## config.mk

```make
export PLATFORM = sky130hd
export DESIGN_NAME = lsu_mem_stage_flat
export DESIGN_NICKNAME = d
export VERILOG_FILES = /design/src/rtl/lsu_mem_stage_if.sv /design/src/rtl/lsu_mem_stage.sv /design/src/flat_wrapper.sv
export SDC_FILE = /design/constraint.sdc
export NUM_CORES = 1
export LEC_CHECK = 0
export CORE_ASPECT_RATIO = 1.2
export CORE_MARGIN = 1
export CORE_UTILIZATION = 44
export DETAILED_ROUTE_END_ITERATION = 10
export PLACE_DENSITY = 0.78
export SLEW_MARGIN = 5
export SYNTH_ARGS = -nofsm -noshare
export SYNTH_HDL_FRONTEND = slang
export SYNTH_SLANG_ARGS = --single-unit
```

## constraint.sdc

```tcl
create_clock -name clock -period 1.98 [get_ports clock]
set_input_delay 0.297 -clock clock [delete_from_list [all_inputs] [get_ports clock]]
set_output_delay 0.297 -clock clock [all_outputs]
set_load 0.01 [all_outputs]
```

## src/rtl/lsu_mem_stage_if.sv

```systemverilog
// rtl/lsu_mem_stage_if.sv - execute, data-memory and writeback signals of the memory stage
interface lsu_mem_stage_if #(
  parameter int ADDR_W = 32
);
  logic              in_valid;
  logic              in_ready;
  logic [ADDR_W-1:0] alu_result;
  logic [31:0]       store_data;
  logic              is_load;
  logic              is_store;
  logic [2:0]        funct3;
  logic [4:0]        rd;

  logic              mem_req;
  logic              mem_we;
  logic [ADDR_W-1:0] mem_addr;
  logic [3:0]        mem_be;
  logic [31:0]       mem_wdata;
  logic              mem_gnt;
  logic              mem_rvalid;
  logic [31:0]       mem_rdata;

  logic              wb_valid;
  logic [4:0]        wb_rd;
  logic [31:0]       wb_data;
  logic              wb_exc;

  // master: execute stage plus memory model; slave: the memory stage itself
  modport master (
    output in_valid, alu_result, store_data, is_load, is_store, funct3, rd,
    output mem_gnt, mem_rvalid, mem_rdata,
    input  in_ready, mem_req, mem_we, mem_addr, mem_be, mem_wdata,
    input  wb_valid, wb_rd, wb_data, wb_exc
  );

  modport slave (
    input  in_valid, alu_result, store_data, is_load, is_store, funct3, rd,
    input  mem_gnt, mem_rvalid, mem_rdata,
    output in_ready, mem_req, mem_we, mem_addr, mem_be, mem_wdata,
    output wb_valid, wb_rd, wb_data, wb_exc
  );
endinterface

```

## src/rtl/lsu_mem_stage.sv

```systemverilog
// rtl/lsu_mem_stage.sv - load/store memory stage with req/gnt/rvalid port and one writeback pulse per op
module lsu_mem_stage #(
  parameter int ADDR_W = 32,
  parameter int DATA_W = 32
) (
  input  logic            clock,
  input  logic            reset_n,
  lsu_mem_stage_if.slave  bus
);

  typedef enum logic [1:0] {IDLE, REQ, WAIT, DONE} state_t;

  state_t              state_q;
  logic                mem_req_q;
  logic                mem_we_q;
  logic [ADDR_W-1:0]   mem_addr_q;
  logic [3:0]          mem_be_q;
  logic [DATA_W-1:0]   mem_wdata_q;
  logic                wb_valid_q;
  logic                wb_exc_q;
  logic [4:0]          wb_rd_q;
  logic [DATA_W-1:0]   wb_data_q;
  logic [1:0]          lane_q;
  logic [2:0]          funct3_q;
  logic [4:0]          rd_q;

  logic                accept;
  logic                is_mem;
  logic                exc_d;
  logic [3:0]          be_d;
  logic [DATA_W-1:0]   wdata_d;
  logic [DATA_W-1:0]   lane_data;
  logic [DATA_W-1:0]   load_data_d;

  assign accept = bus.in_valid && (state_q == IDLE);
  assign is_mem = bus.is_load || bus.is_store;

  // funct3[1:0] is the access size: 00 byte, 01 half, 10 word
  always_comb begin
    exc_d = 1'b0;
    if (bus.funct3 == 3'b011 || bus.funct3 == 3'b110 || bus.funct3 == 3'b111)
      exc_d = 1'b1;
    else if (bus.funct3[1:0] == 2'b01 && bus.alu_result[0])
      exc_d = 1'b1;
    else if (bus.funct3[1:0] == 2'b10 && bus.alu_result[1:0] != 2'b00)
      exc_d = 1'b1;
  end

  always_comb begin
    be_d    = 4'b1111;
    wdata_d = bus.store_data;
    case (bus.funct3[1:0])
      2'b00: begin
        be_d    = 4'b0001 << bus.alu_result[1:0];
        wdata_d = {4{bus.store_data[7:0]}};
      end
      2'b01: begin
        be_d    = 4'b0011 << {bus.alu_result[1], 1'b0};
        wdata_d = {2{bus.store_data[15:0]}};
      end
      default: ;
    endcase
  end

  assign lane_data = bus.mem_rdata >> {lane_q, 3'b000};

  always_comb begin
    load_data_d = lane_data;
    case (funct3_q)
      3'b000:  load_data_d = {{24{lane_data[7]}}, lane_data[7:0]};
      3'b100:  load_data_d = {24'd0, lane_data[7:0]};
      3'b001:  load_data_d = {{16{lane_data[15]}}, lane_data[15:0]};
      3'b101:  load_data_d = {16'd0, lane_data[15:0]};
      default: load_data_d = lane_data;
    endcase
  end

  always_ff @(posedge clock or negedge reset_n) begin
    if (!reset_n) begin
      state_q     <= IDLE;
      mem_req_q   <= 1'b0;
      mem_we_q    <= 1'b0;
      mem_addr_q  <= '0;
      mem_be_q    <= 4'b0000;
      mem_wdata_q <= '0;
      wb_valid_q  <= 1'b0;
      wb_exc_q    <= 1'b0;
      wb_rd_q     <= 5'd0;
      wb_data_q   <= '0;
      lane_q      <= 2'b00;
      funct3_q    <= 3'b000;
      rd_q        <= 5'd0;
    end else begin
      wb_valid_q <= 1'b0;
      wb_exc_q   <= 1'b0;
      case (state_q)
        IDLE: begin
          if (accept) begin
            if (!is_mem) begin
              wb_valid_q <= 1'b1;
              wb_data_q  <= bus.alu_result;
              wb_rd_q    <= bus.rd;
            end else if (exc_d) begin
              wb_valid_q <= 1'b1;
              wb_exc_q   <= 1'b1;
              wb_rd_q    <= 5'd0;
              wb_data_q  <= bus.alu_result;
            end else begin
              state_q     <= REQ;
              mem_req_q   <= 1'b1;
              mem_we_q    <= bus.is_store;
              mem_addr_q  <= {bus.alu_result[ADDR_W-1:2], 2'b00};
              mem_be_q    <= be_d;
              mem_wdata_q <= wdata_d;
              lane_q      <= bus.alu_result[1:0];
              funct3_q    <= bus.funct3;
              rd_q        <= bus.rd;
            end
          end
        end
        REQ: begin
          if (bus.mem_gnt) begin
            mem_req_q <= 1'b0;
            state_q   <= mem_we_q ? DONE : WAIT;
          end
        end
        WAIT: begin
          if (bus.mem_rvalid) begin
            wb_valid_q <= 1'b1;
            wb_data_q  <= load_data_d;
            wb_rd_q    <= rd_q;
            state_q    <= IDLE;
          end
        end
        DONE: begin
          wb_valid_q <= 1'b1;
          wb_rd_q    <= 5'd0;
          wb_data_q  <= '0;
          state_q    <= IDLE;
        end
        default: state_q <= IDLE;
      endcase
    end
  end

  assign bus.in_ready  = (state_q == IDLE);
  assign bus.mem_req   = mem_req_q;
  assign bus.mem_we    = mem_we_q;
  assign bus.mem_addr  = mem_addr_q;
  assign bus.mem_be    = mem_be_q;
  assign bus.mem_wdata = mem_wdata_q;
  assign bus.wb_valid  = wb_valid_q;
  assign bus.wb_rd     = wb_rd_q;
  assign bus.wb_data   = wb_data_q;
  assign bus.wb_exc    = wb_exc_q;

endmodule

```

## src/flat_wrapper.sv

```systemverilog
// flat-port wrapper written by rule: the top's interface ports become plain ports
module lsu_mem_stage_flat 
#(
  parameter int ADDR_W = 32,
  parameter int DATA_W = 32
)
  (clock, reset_n, bus_in_valid, bus_alu_result, bus_store_data, bus_is_load, bus_is_store, bus_funct3, bus_rd, bus_mem_gnt, bus_mem_rvalid, bus_mem_rdata, bus_in_ready, bus_mem_req, bus_mem_we, bus_mem_addr, bus_mem_be, bus_mem_wdata, bus_wb_valid, bus_wb_rd, bus_wb_data, bus_wb_exc);
  lsu_mem_stage_if #(.ADDR_W(ADDR_W)) bus_i ();
  input  logic clock;
  input  logic reset_n;
  input wire logic [$bits(bus_i.in_valid)-1:0] bus_in_valid;
  input wire logic [$bits(bus_i.alu_result)-1:0] bus_alu_result;
  input wire logic [$bits(bus_i.store_data)-1:0] bus_store_data;
  input wire logic [$bits(bus_i.is_load)-1:0] bus_is_load;
  input wire logic [$bits(bus_i.is_store)-1:0] bus_is_store;
  input wire logic [$bits(bus_i.funct3)-1:0] bus_funct3;
  input wire logic [$bits(bus_i.rd)-1:0] bus_rd;
  input wire logic [$bits(bus_i.mem_gnt)-1:0] bus_mem_gnt;
  input wire logic [$bits(bus_i.mem_rvalid)-1:0] bus_mem_rvalid;
  input wire logic [$bits(bus_i.mem_rdata)-1:0] bus_mem_rdata;
  output wire logic [$bits(bus_i.in_ready)-1:0] bus_in_ready;
  output wire logic [$bits(bus_i.mem_req)-1:0] bus_mem_req;
  output wire logic [$bits(bus_i.mem_we)-1:0] bus_mem_we;
  output wire logic [$bits(bus_i.mem_addr)-1:0] bus_mem_addr;
  output wire logic [$bits(bus_i.mem_be)-1:0] bus_mem_be;
  output wire logic [$bits(bus_i.mem_wdata)-1:0] bus_mem_wdata;
  output wire logic [$bits(bus_i.wb_valid)-1:0] bus_wb_valid;
  output wire logic [$bits(bus_i.wb_rd)-1:0] bus_wb_rd;
  output wire logic [$bits(bus_i.wb_data)-1:0] bus_wb_data;
  output wire logic [$bits(bus_i.wb_exc)-1:0] bus_wb_exc;
  assign bus_i.in_valid = bus_in_valid;
  assign bus_i.alu_result = bus_alu_result;
  assign bus_i.store_data = bus_store_data;
  assign bus_i.is_load = bus_is_load;
  assign bus_i.is_store = bus_is_store;
  assign bus_i.funct3 = bus_funct3;
  assign bus_i.rd = bus_rd;
  assign bus_i.mem_gnt = bus_mem_gnt;
  assign bus_i.mem_rvalid = bus_mem_rvalid;
  assign bus_i.mem_rdata = bus_mem_rdata;
  assign bus_in_ready = bus_i.in_ready;
  assign bus_mem_req = bus_i.mem_req;
  assign bus_mem_we = bus_i.mem_we;
  assign bus_mem_addr = bus_i.mem_addr;
  assign bus_mem_be = bus_i.mem_be;
  assign bus_mem_wdata = bus_i.mem_wdata;
  assign bus_wb_valid = bus_i.wb_valid;
  assign bus_wb_rd = bus_i.wb_rd;
  assign bus_wb_data = bus_i.wb_data;
  assign bus_wb_exc = bus_i.wb_exc;
  lsu_mem_stage #(.ADDR_W(ADDR_W), .DATA_W(DATA_W)) u_core (.clock(clock), .reset_n(reset_n), .bus(bus_i));
endmodule
```

# Word-level counts from Yosys, hierarchy flattened
# Index checks and enable logic that the tools add are counted.
[op_classes] n_shift=3 n_reduce_logical=16 eq_ne=17 mux=36 n_bitwise=1
[op_table] op="32-bit 2-to-1 mux" n=4
[op_table] op="32-bit one-hot mux with 4 select lines" n=1
[op_table] op="32-bit one-hot mux with 3 select lines" n=1
[op_table] op="32-bit one-hot mux with 2 select lines" n=1
[op_table] op="32-bit by 5-bit >> shifter with 32-bit output" n=1
[op_table] op="5-bit 2-to-1 mux" n=4
[op_table] op="1-bit 2-to-1 mux" n=15
[op_table] op="5-bit one-hot mux with 3 select lines" n=1
[op_table] op="3-bit == test (second input constant)" n=4
[op_table] op="2-bit 2-to-1 mux" n=5
[op_table] op="5-bit AND reduction" n=2
[op_table] op="2-bit one-hot mux with 4 select lines" n=1
[op_table] op="4-bit one-hot mux with 2 select lines" n=1
[op_table] op="4-bit AND reduction" n=2
[op_table] op="2-bit == test (second input constant)" n=3
[op_table] op="2-bit inequality test (second input constant)" n=3
[op_table] op="2-bit by 1-bit == test with 1-bit output (second input constant)" n=2
[op_table] op="2-bit logical NOT" n=2
[op_table] op="2-bit by 1-bit inequality test with 1-bit output (second input constant)" n=2
[op_table] op="2-bit nonzero test" n=2
[op_table] op="1-bit by 2-bit << shifter with 4-bit output (first input constant)" n=1
[op_table] op="2-bit by 2-bit << shifter with 4-bit output (first input constant)" n=1
[op_table] op="3-bit by 1-bit == test with 1-bit output (second input constant)" n=1
[op_table] op="3-bit by 2-bit == test with 1-bit output (second input constant)" n=1
[op_table] op="8 further kinds" n=12
[word_totals] register_bits=119 out_inout_bits=110

# Depth between registers and ports, before layout
[logic_depth] depth_word=9 mapped_depth=7 ltp_nobuf=4

# Worst setup path before layout
# OpenSTA, ideal clock, no wires.
[synth_path] path_type="flip-flop to flip-flop" from="reg u_core.state_q[0]" to="reg u_core.mem_addr_q[10], in the netlist u_core.bus.mem_addr[10]" n_path_buf=1 setup_time_ps=128 required_ps=1852 t_arrival_ps=1536 path_stages_with_launch=5 setup_slack_ps=317 path_cell_list="dfrtp_1 nor2_1 o2111ai_2 buf_2 mux2_1"
[synth_between] elab_chain_len=3
[synth_rtl] item="start: declaration" line_no="lsu_mem_stage.sv:13" rtl="state_t state_q;"
[synth_rtl] item="start signal: assignment" line_no="lsu_mem_stage.sv:124" rtl="state_q <= mem_we_q ? DONE : WAIT;"
[synth_rtl] item="2-bit logical NOT (*)"
[synth_rtl] item="net bus_in_ready" line_no="flat_wrapper.sv:21" rtl="output wire logic [$bits(bus_i.in_ready)-1:0] bus_in_ready;"
[synth_rtl] item="1-bit logical AND" line_no="lsu_mem_stage.sv:35" rtl="assign accept = bus.in_valid && (state_q == IDLE);"
[synth_rtl] item="4-bit AND reduction (no line) (*)"
[synth_rtl] item="end signal: assignment" line_no="lsu_mem_stage.sv:112" rtl="mem_addr_q <= {bus.alu_result[ADDR_W-1:2], 2'b00};"
[synth_rtl] item="end: declaration" line_no="lsu_mem_stage.sv:16" rtl="logic [ADDR_W-1:0] mem_addr_q;"
# Mark *: on every way through the listed nets, which the timed path passes. The rest lies on a longest branch.
# A chain may end at the register's enable or synchronous reset.

# Final worst setup path
[layout_path] from="reg u_core.state_q[0]" to="out bus_in_ready"
[layout_between] elab_chain_len=1
[layout_rtl] item="2-bit logical NOT" line_no="lsu_mem_stage.sv:146" rtl="assign bus.in_ready = (state_q == IDLE);"
[layout_rtl] item="end: declaration" line_no="flat_wrapper.sv:21"
# Every way passes these cells.

==> flow_metrics.env <==
export IMPL_status="finished clean"
export IMPL_most_common_layout_cells="clkdlybuf4s50_1, dfrtp_1, a21oi_1"
export IMPL_hpwl_mm=13.9
export IMPL_p_leak_uw=0.00377
export IMPL_fill_cells=964
export IMPL_drt_iter0_drc=248
export IMPL_rsz0062_at_grt="no"
export IMPL_grt_pass1_wl_mm=29.7
export IMPL_drv_slew=0
export IMPL_pwr_share_clk_pct=22.5
export IMPL_ant_nets=0
export IMPL_cts_sinks=119
export IMPL_synthesis_area_um2=5770
export IMPL_synthSimpleGateAreaFrac_pct=7.17
export IMPL_wl_mm=18.8
export IMPL_final_core_utilization_pct=70.5
export IMPL_cts_tree="yes"
export IMPL_max_freq_ghz=0.518
export IMPL_cap_violations=0
export IMPL_synth_top_family_by_area="compound AO/OA/AOI/OAI gates"
export IMPL_synth_compound_area_share_pct=18.6
export IMPL_p_int_uw=9220
export IMPL_track_usage_pct=28.4
export IMPL_placed_cells=907
export IMPL_cts_htree_levels=4
export IMPL_synth_top_cell_area_share_pct=51.6
export IMPL_die_area_um2=13600
export IMPL_async_reset_ff_share_pct=100
export IMPL_pwr_density_cell_nw_per_um2=1580
export IMPL_ir_drop_mv=0.675
export IMPL_clk_pin_slew_worst_paths_ns=0.05
export IMPL_grt_max_degree=62
export IMPL_drive_gt1_share_pct=10.3
export IMPL_max_slew_margin_pct=41.1
export IMPL_yosysSeqAreaShare_pct=51.6
export IMPL_cp_required_ns=1.68
export IMPL_startpoint="u_core.state_q[0]$_DFFE_PN0P_"
export IMPL_min_period_ns=1.93
export IMPL_synth_edff_count=0
export IMPL_antenna_found_initial=0
export IMPL_multiInputGateArea_um2=2590
export IMPL_cts_max_path_buffers=2
export IMPL_final_cells=939
export IMPL_cts_setup_buffers=0
export IMPL_final_common_cell="clkdlybuf4s50_1"
export IMPL_antenna_cells=0
export IMPL_synthMuxAreaShare_pct=18.2
export IMPL_period_share_pct=97.5
export IMPL_firstDrtPassIters=5
export IMPL_endpoint_kind="primary output"
export IMPL_worstMarginPinSlew_ns=0.881
export IMPL_avgRoutedWirePerCell_um=20.0
export IMPL_hold_violations=0
export IMPL_timing_rr_start="u_core.lane_q[1]$_DFFE_PN0P_"
export IMPL_synth_warning_count=0
export IMPL_setup_viol=0
export IMPL_finClkSkew_ns=0.00890
export IMPL_drc_errors=0
export IMPL_yosysUniqueCellTypes=38
export IMPL_p_switching_uw=4910
export IMPL_regArea_um2=2980
export IMPL_synth_xor_area_share_pct=0.152
export IMPL_synth_seq_cells=119
export IMPL_whs_ns=0.473
export IMPL_synthAdderAreaFrac_pct=0
export IMPL_path_class="register to primary output"
export IMPL_place_congestion=0.884
export IMPL_portBuffers=218
export IMPL_grt_pass1_vias=5549
export IMPL_dieHeight_um=127
export IMPL_insertion_delay_ns=0.40
export IMPL_start_kind="register"
export IMPL_initial_utilization_pct=45.4
export IMPL_clockRootBuffer="clkbuf_16"
export IMPL_cp_max_fo=7
export IMPL_coreArea_um2=12700
export IMPL_fin_ws_ns=0.0487
export IMPL_pin_count=221
export IMPL_layout_nets=874
export IMPL_synth_ff_type="dfrtp_1"
export IMPL_min_path_type="input port to asynchronous set/reset pin"
export IMPL_netlist_instances=533
export IMPL_row_count=45
export IMPL_preCtsSetupSlack_ns=-0.229
export IMPL_grt_overflow=0
export IMPL_synth_area_top_cells="dfrtp_1, mux2_1, mux2i_1, a21oi_1, nand2_1"
export IMPL_die_w_um=107
export IMPL_vias=5365
export IMPL_cts_made_buffers=17
export IMPL_switching_share_pct=34.7
export IMPL_routed_via_density=5.71
export IMPL_power_frac_comb_pct=46.0
export IMPL_p_seq_share_pct=31.5
export IMPL_area_growth_pct=55.3
export IMPL_yosysTopAreaCell="dfrtp_1"
export IMPL_crit_arrival_ns=1.63
export IMPL_synth_area_per_cell_um2=10.8
## timing repair
action / 4_1_cts / 5_1_grt
gates cloned: 0 / 0
endpoints found under the setup margin: 1 / 11
endpoints found under the hold margin: 119 / 0
hold buffers: 1 / 0
gates resized for setup: 2 / 1
## through the flow
| step | area, um2 | setup TNS [ns] | total power, uW |
|---|---|---|---|
| finish | 8970 | 0 | 14100 |
| global route | 8970 | 0 | 14900 |
| CTS | 8960 | 0 | 14200 |
| detailed placement | 8330 | -18.89 | 10900 |
| global placement | 8330 | -13.27 | 10700 |
| floorplan | 5780 | 0 | 7340 |
## cell families (layout without fill, tap and decap cells)
family | Yosys count | after routing
buffers and inverters | 54 | 295
other | 1 | 2
and+or+nand+nor | 88 | 88
xor gates and xnor gates | 1 | 1
AOI/OAI and AO/OA | 172 | 172
DFF | 119 | 119
muxes | 98 | 98
## layer usage
| layer | up-vias | GRT usage [%] | wire, um |
|---|---|---|---|
| met5 | - | 0 | 0 |
| met4 | 0 | 11.4 | 593 |
| met3 | 39 | 8.47 | 1760 |
| met2 | 284 | 48.3 | 9230 |
| met1 | 2623 | 33.5 | 7230 |
| li1 | 2419 | - | - |
## cell usage after synthesis, types with 2 or more instances
library cell,count
dfrtp_1,119
a21oi_1,69
mux2i_1,50
mux2_1,47
nand2_1,45
o21ai_0,29
buf_2,25
nor2_1,18
a31oi_1,17
clkbuf_1,17
a32oi_1,15
a21boi_0,9
o211ai_1,9
a2bb2oi_1,8
nand3b_1,8
nand4_1,8
a22oi_1,6
inv_1,5
buf_4,3
nand3_1,3
or2_2,3
buf_1,2
o2111ai_2,2
o21ai_1,2
## registers in the layout (all words and copies together), names as in the netlist
| signal | cells |
|---|---|
| u_core.rd_q | 5 |
| u_core.bus.wb_data | 32 |
| u_core.bus.wb_exc | 1 |
| u_core.state_q | 2 |
| u_core.bus.wb_valid | 1 |
| u_core.bus.wb_rd | 5 |
| u_core.funct3_q | 3 |
| u_core.bus.mem_be | 4 |
| u_core.bus.mem_addr | 30 |
| u_core.bus.mem_req | 1 |
| u_core.bus.mem_we | 1 |
| u_core.lane_q | 2 |
| u_core.bus.mem_wdata | 32 |
## layout make-up
class                   instances  area share (%)
flip-flops and latches        119            33.2
multi-input cells             361            28.9
repair buffers                257            28.6
clock buffers                  23            5.44
well taps                     164            2.29
clock inverters                 8            1.34
inverters                       7           0.293
## final timing paths
kind	to	cells past startpoint	slack, ns
worst max-delay path	bus_in_ready	2	0.05
worst min-delay path	u_core.bus.mem_addr[27]$_DFFE_PN0P_	3	0.47
worst max register to register	u_core.bus.wb_data[29]$_DFFE_PN0P_	5	0.16
worst min register to register	u_core.bus.mem_wdata[22]$_DFFE_PN0P_	2	0.48
max in group asynchronous	u_core.funct3_q[2]$_DFFE_PN0P_	3	1.19
min in group clock	u_core.bus.mem_wdata[22]$_DFFE_PN0P_	2	0.48
## worst max-delay path, stage by stage (launching register included)
cell             delay, ns
dfrtp_1               0.47
nor2_4                0.21
clkdlybuf4s50_1       0.56
## power by group through the flow
| stage | logic, uW | clock network, uW | registers [uW] |
|---|---|---|---|
| 2_1_floorplan | 2550 | 0 | 4790 |
| 3_3_place_gp | 6310 | 0 | 4390 |
| 3_5_place_dp | 6440 | 0 | 4460 |
| 4_1_cts | 6500 | 3210 | 4450 |
| 5_1_grt | 7010 | 3340 | 4590 |
| 6_report | 6500 | 3180 | 4450 |
Power figures use the tool's default switching activity.
